--- config.mk ---
export PLATFORM = sky130hd
export DESIGN_NAME = booth_divider
export DESIGN_NICKNAME = d
export VERILOG_FILES = /design/src/rtl/booth_div_pkg.sv /design/src/rtl/div_restore_step.sv /design/src/rtl/booth_divider.sv
export SDC_FILE = /design/constraint.sdc
export NUM_CORES = 1
export LEC_CHECK = 0
export ABC_CLOCK_PERIOD_IN_PS = 5770
export CAP_MARGIN = 5
export CELL_PAD_IN_SITES_DETAIL_PLACEMENT = 1
export CELL_PAD_IN_SITES_GLOBAL_PLACEMENT = 1
export CORE_AREA = 2 2 138 140
export CTS_BUF_LIST = sky130_fd_sc_hd__clkbuf_8
export CTS_CLUSTER_DIAMETER = 200
export DETAILED_ROUTE_END_ITERATION = 8
export DIE_AREA = 0 0 140 142
export PLACE_DENSITY_LB_ADDON = 0.1
export REMOVE_ABC_BUFFERS = 1
export SKIP_CTS_REPAIR_TIMING = 1
export SKIP_LAST_GASP = 1
export SLEW_MARGIN = 10
export SYNTH_ARGS = -nofsm -noshare
export SYNTH_HDL_FRONTEND = slang
export SYNTH_SLANG_ARGS = --single-unit
--- constraint.sdc ---
create_clock -name clk -period 5.77 [get_ports clk]
set_input_delay 1.154 -clock clk [delete_from_list [all_inputs] [get_ports clk]]
set_output_delay 1.154 -clock clk [all_outputs]
set_load 0.01 [all_outputs]
--- src/rtl/booth_div_pkg.sv ---
// Shared types and default widths for the sequential signed divider.
// The divider sits beside the radix-4 Booth multiplier on the coprocessor bus.
package booth_div_pkg;

    typedef enum logic [1:0] {
        IDLE,
        RUN,
        FIX,
        DONE
    } div_state_t;

    localparam int DEF_DIVIDEND_W = 32;
    localparam int DEF_DIVISOR_W  = 16;
    localparam int DEF_COUNT_W    = $clog2(DEF_DIVIDEND_W);

endpackage

--- src/rtl/div_restore_step.sv ---
// One radix-2 restoring division step on unsigned magnitudes.
// It shifts the next dividend bit into the partial remainder and subtracts when possible.
module div_restore_step #(
    parameter int DIVISOR_W = 16
) (
    input  logic [DIVISOR_W:0]   rem_in,
    input  logic                 bit_in,
    input  logic [DIVISOR_W-1:0] divisor,
    output logic [DIVISOR_W:0]   rem_out,
    output logic                 q_bit
);

    localparam int RW = DIVISOR_W + 1;

    logic [DIVISOR_W+1:0] shifted;
    logic [DIVISOR_W+1:0] divisor_ext;

    // One extra bit of headroom so the compare never wraps.
    assign shifted     = {rem_in, bit_in};
    assign divisor_ext = {2'b00, divisor};
    assign q_bit       = (shifted >= divisor_ext);
    assign rem_out     = q_bit ? RW'(shifted - divisor_ext) : shifted[DIVISOR_W:0];

endmodule

--- src/rtl/booth_divider.sv ---
// Sequential signed divider: restoring division on magnitudes, then sign fix-up.
// It uses the same start-edge / busy / irq / ack handshake as the Booth multiplier.
module booth_divider
    import booth_div_pkg::*;
#(
    parameter int DIVIDEND_W = DEF_DIVIDEND_W,
    parameter int DIVISOR_W  = DEF_DIVISOR_W
) (
    input  logic                  clk,
    input  logic                  resetn,
    input  logic                  start,
    input  logic                  ack,
    input  logic                  irq_enable,
    input  logic [DIVIDEND_W-1:0] data_a,
    input  logic [DIVISOR_W-1:0]  data_b,
    output logic                  busy,
    output logic                  irq,
    output logic [DIVIDEND_W-1:0] quotient,
    output logic [DIVISOR_W-1:0]  remainder,
    output logic                  div_by_zero,
    output logic                  overflow
);

    localparam int CNT_W = $clog2(DIVIDEND_W);
    localparam logic [DIVIDEND_W-1:0] MOST_NEG = {1'b1, {(DIVIDEND_W-1){1'b0}}};

    div_state_t             state;
    logic                   start_d;
    logic                   launch;
    logic [CNT_W-1:0]       count;
    logic [DIVIDEND_W-1:0]  dvd_shift;
    logic [DIVISOR_W-1:0]   dvs_mag;
    logic [DIVISOR_W:0]     part_rem;
    logic                   sign_a;
    logic                   sign_b;
    logic                   zero_pend;
    logic                   ovf_pend;
    logic [DIVIDEND_W-1:0]  a_mag;
    logic [DIVISOR_W-1:0]   b_mag;
    logic [DIVISOR_W-1:0]   rem_mag;
    logic [DIVISOR_W:0]     step_rem;
    logic                   step_q;

    assign launch  = start & ~start_d;
    assign a_mag   = data_a[DIVIDEND_W-1] ? -data_a : data_a;
    assign b_mag   = data_b[DIVISOR_W-1] ? -data_b : data_b;
    assign rem_mag = part_rem[DIVISOR_W-1:0];

    div_restore_step #(
        .DIVISOR_W(DIVISOR_W)
    ) u_step (
        .rem_in (part_rem),
        .bit_in (dvd_shift[DIVIDEND_W-1]),
        .divisor(dvs_mag),
        .rem_out(step_rem),
        .q_bit  (step_q)
    );

    always_ff @(posedge clk or negedge resetn) begin
        if (!resetn) begin
            state       <= IDLE;
            start_d     <= 1'b0;
            count       <= '0;
            dvd_shift   <= '0;
            dvs_mag     <= '0;
            part_rem    <= '0;
            sign_a      <= 1'b0;
            sign_b      <= 1'b0;
            zero_pend   <= 1'b0;
            ovf_pend    <= 1'b0;
            busy        <= 1'b0;
            irq         <= 1'b0;
            quotient    <= '0;
            remainder   <= '0;
            div_by_zero <= 1'b0;
            overflow    <= 1'b0;
        end else begin
            start_d <= start;
            case (state)
                IDLE: begin
                    if (launch) begin
                        dvd_shift   <= a_mag;
                        dvs_mag     <= b_mag;
                        part_rem    <= '0;
                        sign_a      <= data_a[DIVIDEND_W-1];
                        sign_b      <= data_b[DIVISOR_W-1];
                        zero_pend   <= (data_b == '0);
                        ovf_pend    <= (data_a == MOST_NEG) && (data_b == '1);
                        div_by_zero <= 1'b0;
                        overflow    <= 1'b0;
                        count       <= '0;
                        busy        <= 1'b1;
                        state       <= (data_b == '0) ? FIX : RUN;
                    end
                end
                // The dividend register doubles as the quotient shift register.
                RUN: begin
                    part_rem  <= step_rem;
                    dvd_shift <= {dvd_shift[DIVIDEND_W-2:0], step_q};
                    count     <= count + CNT_W'(1);
                    if (count == CNT_W'(DIVIDEND_W - 1)) begin
                        state <= FIX;
                    end
                end
                FIX: begin
                    if (zero_pend) begin
                        quotient    <= '1;
                        remainder   <= '0;
                        div_by_zero <= 1'b1;
                    end else begin
                        quotient  <= (sign_a ^ sign_b) ? -dvd_shift : dvd_shift;
                        remainder <= sign_a ? -rem_mag : rem_mag;
                        overflow  <= ovf_pend;
                    end
                    irq   <= irq_enable;
                    state <= DONE;
                end
                DONE: begin
                    if (ack) begin
                        busy  <= 1'b0;
                        irq   <= 1'b0;
                        state <= IDLE;
                    end
                end
                default: state <= IDLE;
            endcase
        end
    end

endmodule

### Word level (Yosys, flattened, before mapping)

Index checks and enable logic that the tools add are counted.
Widths: inputs -> output; s select.

* register bits: 129
* latch bits: 0
* memory bits (writable): 0
* ROM bits: 0
* input bits: 53
* memories kept: 0

* add/sub/neg operators: 6
* multiply operators: 0
* divide/modulo/power cells: 0
* $lt $le $gt $ge: 1
* equality and inequality tests: 11
* shifts and indexed selects: 0
* mux-type cells: 27
* bitwise gates (word level): 3
* reductions and logical operators: 14

Operators with widths (count)
* $mux 32: 4
* $neg 32->32: 2
* $pmux 32 s2: 1
* $mux 16: 3
* $mux 17: 2
* $pmux 17 s2: 1
* $eq 32x32->1 const B: 1
* $neg 16->16: 2
* $ge 18x16->1: 1
* $sub 17x16->17: 1
* $eq 16x16->1 const B: 1
* $logic_not 16->1: 1
* $reduce_and 3->1: 4
* $ne 2x2->1 const B: 5
* $pmux 5 s2: 1
* $mux 2: 4
* $pmux 1 s2: 4
* $pmux 2 s4: 1
* $reduce_bool 2->1: 4
* $reduce_and 2->1: 3
* $add 5x1->5 const B: 1
* $eq 5x5->1 const B: 1
* $mux 1: 5
* $mux 5: 1
* 7 further kinds: 8

### Logic depth before layout (Yosys ltp)

Gate-level depths: netlist (run 1).

* word-level depth: 4
* mapped depth: 12

### Hierarchy

Synthesis (run 1) repeated with hierarchy kept, for this count alone.

* cells, all modules: 916
* area, all modules: 8255.4 µm²

Modules (own cells, without submodules)
* booth_divider: instances 1, cells an instance 769, area an instance 7138.1 µm², sequential area each 3228.1 µm²
* div_restore_step: instances 1, cells an instance 147, area an instance 1117.3 µm², sequential area each 0.0 µm²

### Worst setup path before layout (run 1)

No wires, ideal clock.

* kind: input port to flip-flop
* from: input data_a[14]
* to: register dvd_shift[26]
* library setup time: 130 ps
* data arrival time: 2869 ps
* required time: 5640 ps
* setup slack: 2771 ps
* stages on the path: 6
* path buffers: 0
* cells stage by stage: or4_4 -> and4bb_1 -> or4b_4 -> o31ai_4 -> xor2_1 -> o22ai_1

* word-level cells in the longest chain between the ends: 4

RTL lines
* start: declaration: line booth_divider.sv:14 `input logic [DIVIDEND_W-1:0] data_a,`
* $neg 32->32: line booth_divider.sv:45 `assign a_mag = data_a[DIVIDEND_W-1] ? -data_a : data_a;`
* $mux 32: line booth_divider.sv:45
* $mux 32: line booth_divider.sv:81 `if (launch) begin`
* $pmux 32 s2: line booth_divider.sv:79 `case (state)`
* end signal: assignment: line booth_divider.sv:82 `dvd_shift <= a_mag;`
* end signal: assignment: line booth_divider.sv:99 `dvd_shift <= {dvd_shift[DIVIDEND_W-2:0], step_q};`
* end: declaration: line booth_divider.sv:31 `logic [DIVIDEND_W-1:0] dvd_shift;`

No other way between the ends. The select of a mux whose other input is x is not followed.
A chain may end at the register's enable or synchronous reset.

### Final worst setup path (run 1)

* from: input data_a[4]
* to: register dvd_shift[29]

Same word-level chain as after synthesis.

==> results of run 1 <==
## kinds of logic (layout without fill, tap and decap cells)
kind of cell / Yosys count / count (layout) / share of synthesized area (%)
buffers and inverters: 100 / 197 / 4.626
adders and majority gates: 29 / 29 / 4.534
AOI/OAI and AO/OA: 275 / 275 / 20.47
and+or+nand+nor: 285 / 285 / 16.77
xor gates and xnor gates: 100 / 100 / 10.72
DFF: 129 / 129 / 39.52
muxes: 27 / 27 / 3.355
## flip-flops by register name (all words and copies together), names as in the netlist
signal / flops
sign_a: 1
state: 2
dvs_mag: 16
sign_b: 1
remainder: 16
ovf_pend: 1
div_by_zero: 1
part_rem: 17
start_d: 1
irq: 1
busy: 1
count: 5
zero_pend: 1
quotient: 32
overflow: 1
dvd_shift: 32
## worst paths after layout
path | start | to | slack [ps]
worst max-delay path | data_a[4] | dvd_shift[29] | 2160
worst min-delay path | dvs_mag[10] | dvs_mag[10] | 490
worst min register to register | dvs_mag[10] | dvs_mag[10] | 490
worst max register to register | dvd_shift[31] | part_rem[11] | 2320
min in group asynchronous | resetn | remainder[13] | 610
max in group asynchronous | resetn | quotient[6] | 4030
## cell usage after synthesis (10+ instances only)
library cell,n,area (um^2)
xor2_1,57,499.2
nand3_1,12,60.06
o21ai_1,48,240.2
ha_1,28,350.3
dfrtp_1,129,3228
xnor2_1,43,376.6
o31ai_1,19,142.6
mux2i_1,24,240.2
nand2_1,99,371.6
nor2_1,76,285.3
o41ai_1,11,96.34
or3_1,13,81.33
nand2b_1,10,62.56
a21oi_1,83,415.4
o21ai_0,40,200.2
clkbuf_1,46,172.7
inv_1,49,183.9
o22ai_1,25,156.4
nor3_1,18,90.09
## power breakdown
part           switching, mW  internal (mW)  leakage (nW)
Clock                  0.389          0.360         0.168
Sequential             0.451           1.32          1.55
Combinational           1.99           1.51          2.32
## stage by stage
stage                     utilization (%)  power (mW)  instances
final                               53.03       6.027       1276
after global routing                53.03       6.573       1276
after CTS                           53.03       6.059       1276
after detailed placement            51.00       5.284       1244
after global placement              51.00       5.186       1244
after floorplan                         -       4.037        894
## per-layer routing
metal | global-route usage [%] | vias to the layer above
met1 | 36.52 | 3496
li1 | - | 3511
met3 | 3.466 | 13
met4 | 5.476 | 0
met5 | 0 | -
met2 | 38.89 | 123
## final cells by class
cell class / instances / area [um^2] / area share, %
clock buffers: 19 / 261.5 / 2.672
clock inverters: 13 / 113.9 / 1.163
inverters: 49 / 183.9 / 1.879
multi-input cells: 716 / 4578 / 46.78
flip-flops and latches: 129 / 3228 / 32.98
well taps: 234 / 292.8 / 2.992
repair buffers: 116 / 1129 / 11.53
## worst reg2reg max path: stages (launching register included)
cell      delay, ps
dfrtp_1         420
inv_1           110
ha_1            180
inv_1            60
fa_1            400
a21oi_1         330
o31ai_1         120
o21ai_1         500
and2_1          660
nand2b_1        410
o211ai_1        140
==> flow_results.org, run 1 <==
** STA
- In the final timing run, aggregate negative setup slack is 0 ps.
- At the pin with the least slew margin, the transition time is 1030 ps.
- Across all hold checks on the routed design, the worst slack comes to 489.4 ps.
- The final hold violation count was 0.
- Period minus WS final :: 3607 ps
- The worst path uses 62.52% of the clock period.
- The number of slew-limit violations in the final report came to 0.
- Setup repair after global routing left no endpoint under its margin.
- Based on the critical path, the design can be clocked at up to 277.2 MHz.
- Max-slew headroom :: 31.35%
- Setup clock skew after layout :: 11.90 ps
- Endpoints failing setup :: 0
- Across all setup checks in the final design, the least slack found is 2163 ps.

** Setup path
- Buf/Inv on CP :: 1
- STA classifies the critical path endpoint as a flip-flop.
- STA puts the critical path data arrival time at 3940 ps.
- Critical Path Source Type :: primary input
- Cell family with the largest share of critical-path delay :: simple AND/OR/NAND/NOR gates
- Critical Path Fanout Max :: 7
- The slowest stage of the critical path belongs to the cell nor4_2.
- For the worst setup path, the data required time is 6100 ps.
- Crit path largest cell delay :: 740 ps
- The signal on the critical path passes through clkdlybuf4s50_1, nor4_2, nand4b_1, or3b_1, o31ai_1, xor2_1, o22ai_1.
- The critical path is of the in -> reg type.
- R2R depth :: 10
- CP Depth :: 7

** Routing
- Highest metal layer used by the detailed router :: met4
- After detailed routing, the wire length on met1 is 11.66 mm.
- Once detail routing completed, the nets flagged for antenna violations numbered 0.
- Iteration-0 DRC count of the detailed router :: 479
- Average vias per placed instance :: 5.598
- The routed design uses 10.66 mm of met2 wire.
- Summing over every cut layer, the via total after detailed routing is 7,143.
- Average wire per cell in the routed design :: 18.47 um
- Met3 Routed Length :: 1.093 mm
- After detailed routing, the number of remaining DRC violations is 10.
- Total wirelength of the detailed-routed design :: 23.57 mm
- First-pass DRT Iterations :: 7

** Floorplan
- Rows :: 50
- Die H :: 142 um
- Once the floorplan was initialized, standard cells occupied 44.26% of the core.
- Total Die Area :: 19,880 um^2
- I/O pin count :: 105
- Die X :: 140 um
- Std-Cell Core Area :: 18,460 um^2

** Run status
- The run finished, with violations left.
- Violations in the final reports :: design-rule violations

** Min path
- Tightest Hold Check Type :: reg -> reg
- Hold path depth :: 2

** Power and ir drop
- Leakage power total :: 4.038 nW
- VDD sags by at most 376.9 uV.
- Power density relative to cell area :: 615.8 nW/um^2

** Placement
- Weighted congestion reported at the end of routability-driven placement :: 0.8710
- Count of port buffers added during placement :: 104
- Before CTS, the worst setup slack after placement is 1764 ps.
- The HPWL after detailed placement is 17.29 mm.
- Post-detailed-placement cell area :: 9412 um^2

** CTS
- Clock transition time at the flip-flop clock pins of the worst setup and hold paths :: 80 ps
- Number of clock sinks :: 129
- The clock passes through at most 2 buffers.
- CTS root buf :: clkbuf_8
- The clock reaches the later pin of the worst-skew pair after 460 ps.
- Htree depth :: 4
- TritonCTS created 17 clock buffers.
- TritonCTS built the clock tree.

** Global route
- The number of global-route vias before repair was 7,429.
- Global-route usage over all layers :: 24.73%
- Overflow after GRT :: 0
- Wire length of the first global-routing pass :: 39.38 mm
- Entering global routing, the biggest net connects 69 pins.
- Antenna violations before repair :: 0

** Layout
- Layout cells sized above 1 :: 6.046%
- Area added between synthesis and finish :: 19.82%
- The library cells used most frequently in the layout, excluding fill and tap cells, are dfrtp_1, clkdlybuf4s50_1, nand2_1.
- For this run, the post-layout net count is 1,111.
- The layout has 2,177 filler cells.
- Count of antenna diodes in the layout :: 0
- Leaving out fill and tap cells, the most frequent cell in the layout is dfrtp_1.
- After routing the design area is 9787 um^2.

** Logic synthesis
- Synthesis inferred 129 register bits.
- Count of unique library cells instantiated by Yosys :: 59
- Post-synth ARST share :: 100.0%
- In the synthesized netlist the dominant register cell turns out to be dfrtp_1.
- The Yosys step of the flow raised 0 warnings.
- Each instance of the synthesized netlist takes up on average 8.643 um^2.
- Gate count after technology mapping :: 945
- Synthesized area :: 8168 um^2
- Sequential area share after synthesis :: 39.52%
- Count of flip-flops with a built-in enable after synthesis :: 0

** Run
- Count of maximum capacitance violations :: 0
Power figures use the tool's default switching activity.
==> run 2, diff against run 1 <==
- ABC_CLOCK_PERIOD_IN_PS: 5770 -> 3700
- CORE_AREA: 2 2 138 140 -> 2 2 140 142
- DIE_AREA: 0 0 140 142 -> 0 0 142 144
- clock period: 5.77 -> 3.7 ns (I/O delays scaled with it)
==> run 2 against run 1 <==
Compared with the run above: the run now ends clean; power is 59% higher; sequential power rose by 57%; cell count rose by 1.3%; critical path depth increased by 4; sequential cell count is the same; via count increased by 1.9%; worst setup slack got worse by 1500 ps; clock power rose by 72%; wire length grew 1.1%; global-route usage fell by 0.25 points.
==> flow_results.org, run 2 (same netlist as run 1, synthesis figures left out) <==
** STA
- Count of endpoints failing hold in the final timing report :: 0 (unchanged)
- The number of failing setup endpoints in the final timing report came to 0 (unchanged).
- Count of pins over their slew limit :: 0 (unchanged)
- Final worst slack :: 694.9 ps (-1468 ps)
- Setup clock skew after layout :: 14.93 ps (+3.038 ps)
- The final critical path takes up 81.22% of the cycle.
- Period minus WS final :: 3005 ps
- The transition time at the pin with the least slew margin is 730.4 ps (-299.4 ps).
- Based on the critical path, the design can be clocked at up to 332.8 MHz.
- The headroom to the max-slew limit came to 50.93% (+20 points).
- Setup repair after global routing left no endpoint under its margin.

** Layout
- Commonest cells after routing, fill and taps aside :: dfrtp_1, clkdlybuf4s50_1, nand2_1
- Most common cell after layout, fill and taps aside :: dfrtp_1
- Net total in the final layout :: 1,123 (+1.1%)
- The utilization after layout came to 52.07% (-0.96 points).
- The share of layout cells above drive strength 1 is 6.933% (+0.89 points).
- Largest registers :: dvd_shift (32), quotient (32), part_rem (17)
- Filler cells :: 2,265 (+4.0%)
- The area growth from synthesis to layout is 21.63%.

** Routing
- The iteration-0 DRC count of the detailed router is 393 (-18%).
- Total wirelength of the detailed-routed design :: 23.83 mm (+1.1%)
- Amount of wire on met2 after detailed routing :: 10.39 mm (-2.6%)
- The average wire length per cell after detail routing is 18.44 um (-0.16%).
- Vias :: 7,277 (+1.9%)
- The final routed DRC violation total came to 0 (-10).
- The routed metal-1 wire length is 12.27 mm (+5.2%).
- The average via count per standard cell came to 5.632 (+0.61%).
- In this run the top signal layer used is met4.
- Remaining number of nets flagged by the antenna check after routing :: 0 (unchanged)
- First-pass DRT Iterations :: 4 (-3)
- The detailed-routed wire length on met3 was 922 um (-16%).

** CTS
- TritonCTS Buffers :: 17 (unchanged)
- Clock transition time at the flip-flop clock pins of the worst setup and hold paths :: 70 ps (about the same)
- The H-tree level count is 4 (unchanged).
- CTS tree :: built
- Clock tree buffer depth :: 2 (unchanged)
- Insertion delay of the later-clocked pin in the worst-skew pair :: 460 ps (about the same)
- Number of clock sinks :: 129 (unchanged)
- CTS placed an instance of clkbuf_8 at the clock tree root.

** Run status
- Status :: completed

** Global route
- Antenna violations before repair :: 0 (unchanged)
- Global-route usage over all layers :: 24.47% (-0.25 points)
- The largest net degree at the start of global routing came to 79 (+14%).
- Number of global-route vias before repair :: 7,340 (-1.2%)
- Wire length of the first global-routing pass :: 39.45 mm (+0.19%)
- The overall overflow remaining after global route came to 0 (unchanged).

** Power and ir drop
- Worst VDD drop :: 540.4 uV (+43%)
- Switching portion of total power :: 45.92% (-1.1 points)
- Clock network fraction of total power :: 13.4% (+1.0 points)
- The relative contribution of combinational cells to total power was 57.6% (-0.5 points).
- Power density relative to cell area :: 965.3 nW/um^2 (+57%)
- Leakage power total :: 4.142 nW (+2.6%)
- The net load switching power came to 4.404 mW (+55%).
- Portion of total power attributed to sequential cells :: 29.0% (-0.4 points)
- Power Internal :: 5.186 mW (+62%)

** Setup path
- Critical Path Source Type :: flip-flop
- Data required time of the critical path :: 4020 ps (-2080 ps)
- The critical path goes through inv_1, ha_1, inv_1, fa_1, a21oi_1, o31ai_1, o21ai_1, buf_4, and2_1, nand2b_1, o211ai_1.
- The slowest stage of the critical path belongs to the cell and2_1.
- The critical path is of the reg -> reg type.
- Cell family with the largest share of critical-path delay :: simple AND/OR/NAND/NOR gates
- The maximum fanout count along the critical path came to 11 (+4).
- The worst setup path is captured at a flip-flop.
- The number of buffers and inverters on the critical path was 3 (+2).
- Arrival time of the worst setup path :: 3330 ps (-610 ps)
- The most numerous cell type found on the critical path is inv_1.
- Crit path largest cell delay :: 470 ps (-270 ps)

** Placement
- The number of buffers inserted by port buffering was 104 (unchanged).
- Post-Place Setup Slack :: 463.7 ps (-1301 ps)
- HPWL after detailed placement :: 17.69 mm (+2.3%)
- The global placer's final weighted congestion was 0.8272 (-5.0%).

** Floorplan
- The initial cell density of the core is 42.81% (-1.4 points).
- Die X :: 142 um (+1.4%)
- The number of cell rows is 51 (+2.0%).
- The die height was 144 um (+1.4%).
- Total Die Area :: 20,450 um^2 (+2.9%)
- The core area was 19,080 um^2 (+3.4%).
- The count of boundary I/O pins was 105 (unchanged).

** Min path
- In this run the worst hold path is classified as in -> async.

** Run
- The max-cap violation count is 0 (unchanged).
==> run 2: power by group through the flow <==
stage | Clock [mW] | Combinational, mW | Sequential [mW]
global route | 1.38 | 6.22 | 2.88
global placement | 0 | 5.39 | 2.78
detailed placement | 0 | 5.51 | 2.81
floorplan | 0 | 3.59 | 2.70
finish | 1.29 | 5.52 | 2.78
CTS | 1.32 | 5.55 | 2.78
==> run 2: worst register-to-register path: stages (launching register included) <==
cell,delay [ps]
dfrtp_1,400
inv_1,110
ha_1,170
inv_1,60
fa_1,400
a21oi_1,320
o31ai_1,120
o21ai_1,130
buf_4,170
and2_1,470
nand2b_1,380
o211ai_1,140
==> run 2: area by class of cell <==
type,count,area [um^2],share of cell area [%]
diodes,1,2.502,0.02519
clock buffers,20,275.3,2.771
clock inverters,11,137.6,1.385
inverters,49,183.9,1.851
multi-input cells,716,4578,46.08
flip-flops and latches,129,3228,32.49
well taps,238,297.8,2.997
repair buffers,128,1231,12.39
==> run 2: layer usage <==
metal	vias to the layer above	global-route usage, %
met5	-	0
met3	22	4.470
met1	3564	36.62
met2	152	36.66
li1	3539	-
met4	0	5.842
==> run 2: final timing paths <==
| check | depth (start not counted) | slack (ps) | startpoint | end |
|---|---|---|---|---|
| max | 11 | 690 | dvd_shift[31] | part_rem[11] |
| min | 1 | 310 | resetn | remainder[9] |
| max reg2reg | 11 | 690 | dvd_shift[31] | part_rem[11] |
| min reg2reg | 2 | 490 | dvs_mag[1] | dvs_mag[1] |
| max in group asynchronous | 2 | 2520 | resetn | irq |
| min in group clk | 2 | 490 | dvs_mag[1] | dvs_mag[1] |
==> run 2: through the flow <==
step / setup TNS, ps / total power, mW / std cells / hold slack [ps] / cell area, um^2
2_1_floorplan: -1898 / 6.296 / 894 / 444.4 / 7974
3_3_place_gp: 0 / 8.173 / 1260 / 462.3 / 9519
3_5_place_dp: 0 / 8.319 / 1260 / 476.5 / 9519
4_1_cts: 0 / 9.650 / 1291 / 327.1 / 9932
5_1_grt: 0 / 10.48 / 1291 / 334.2 / 9932
6_report: 0 / 9.590 / 1292 / 308.9 / 9935
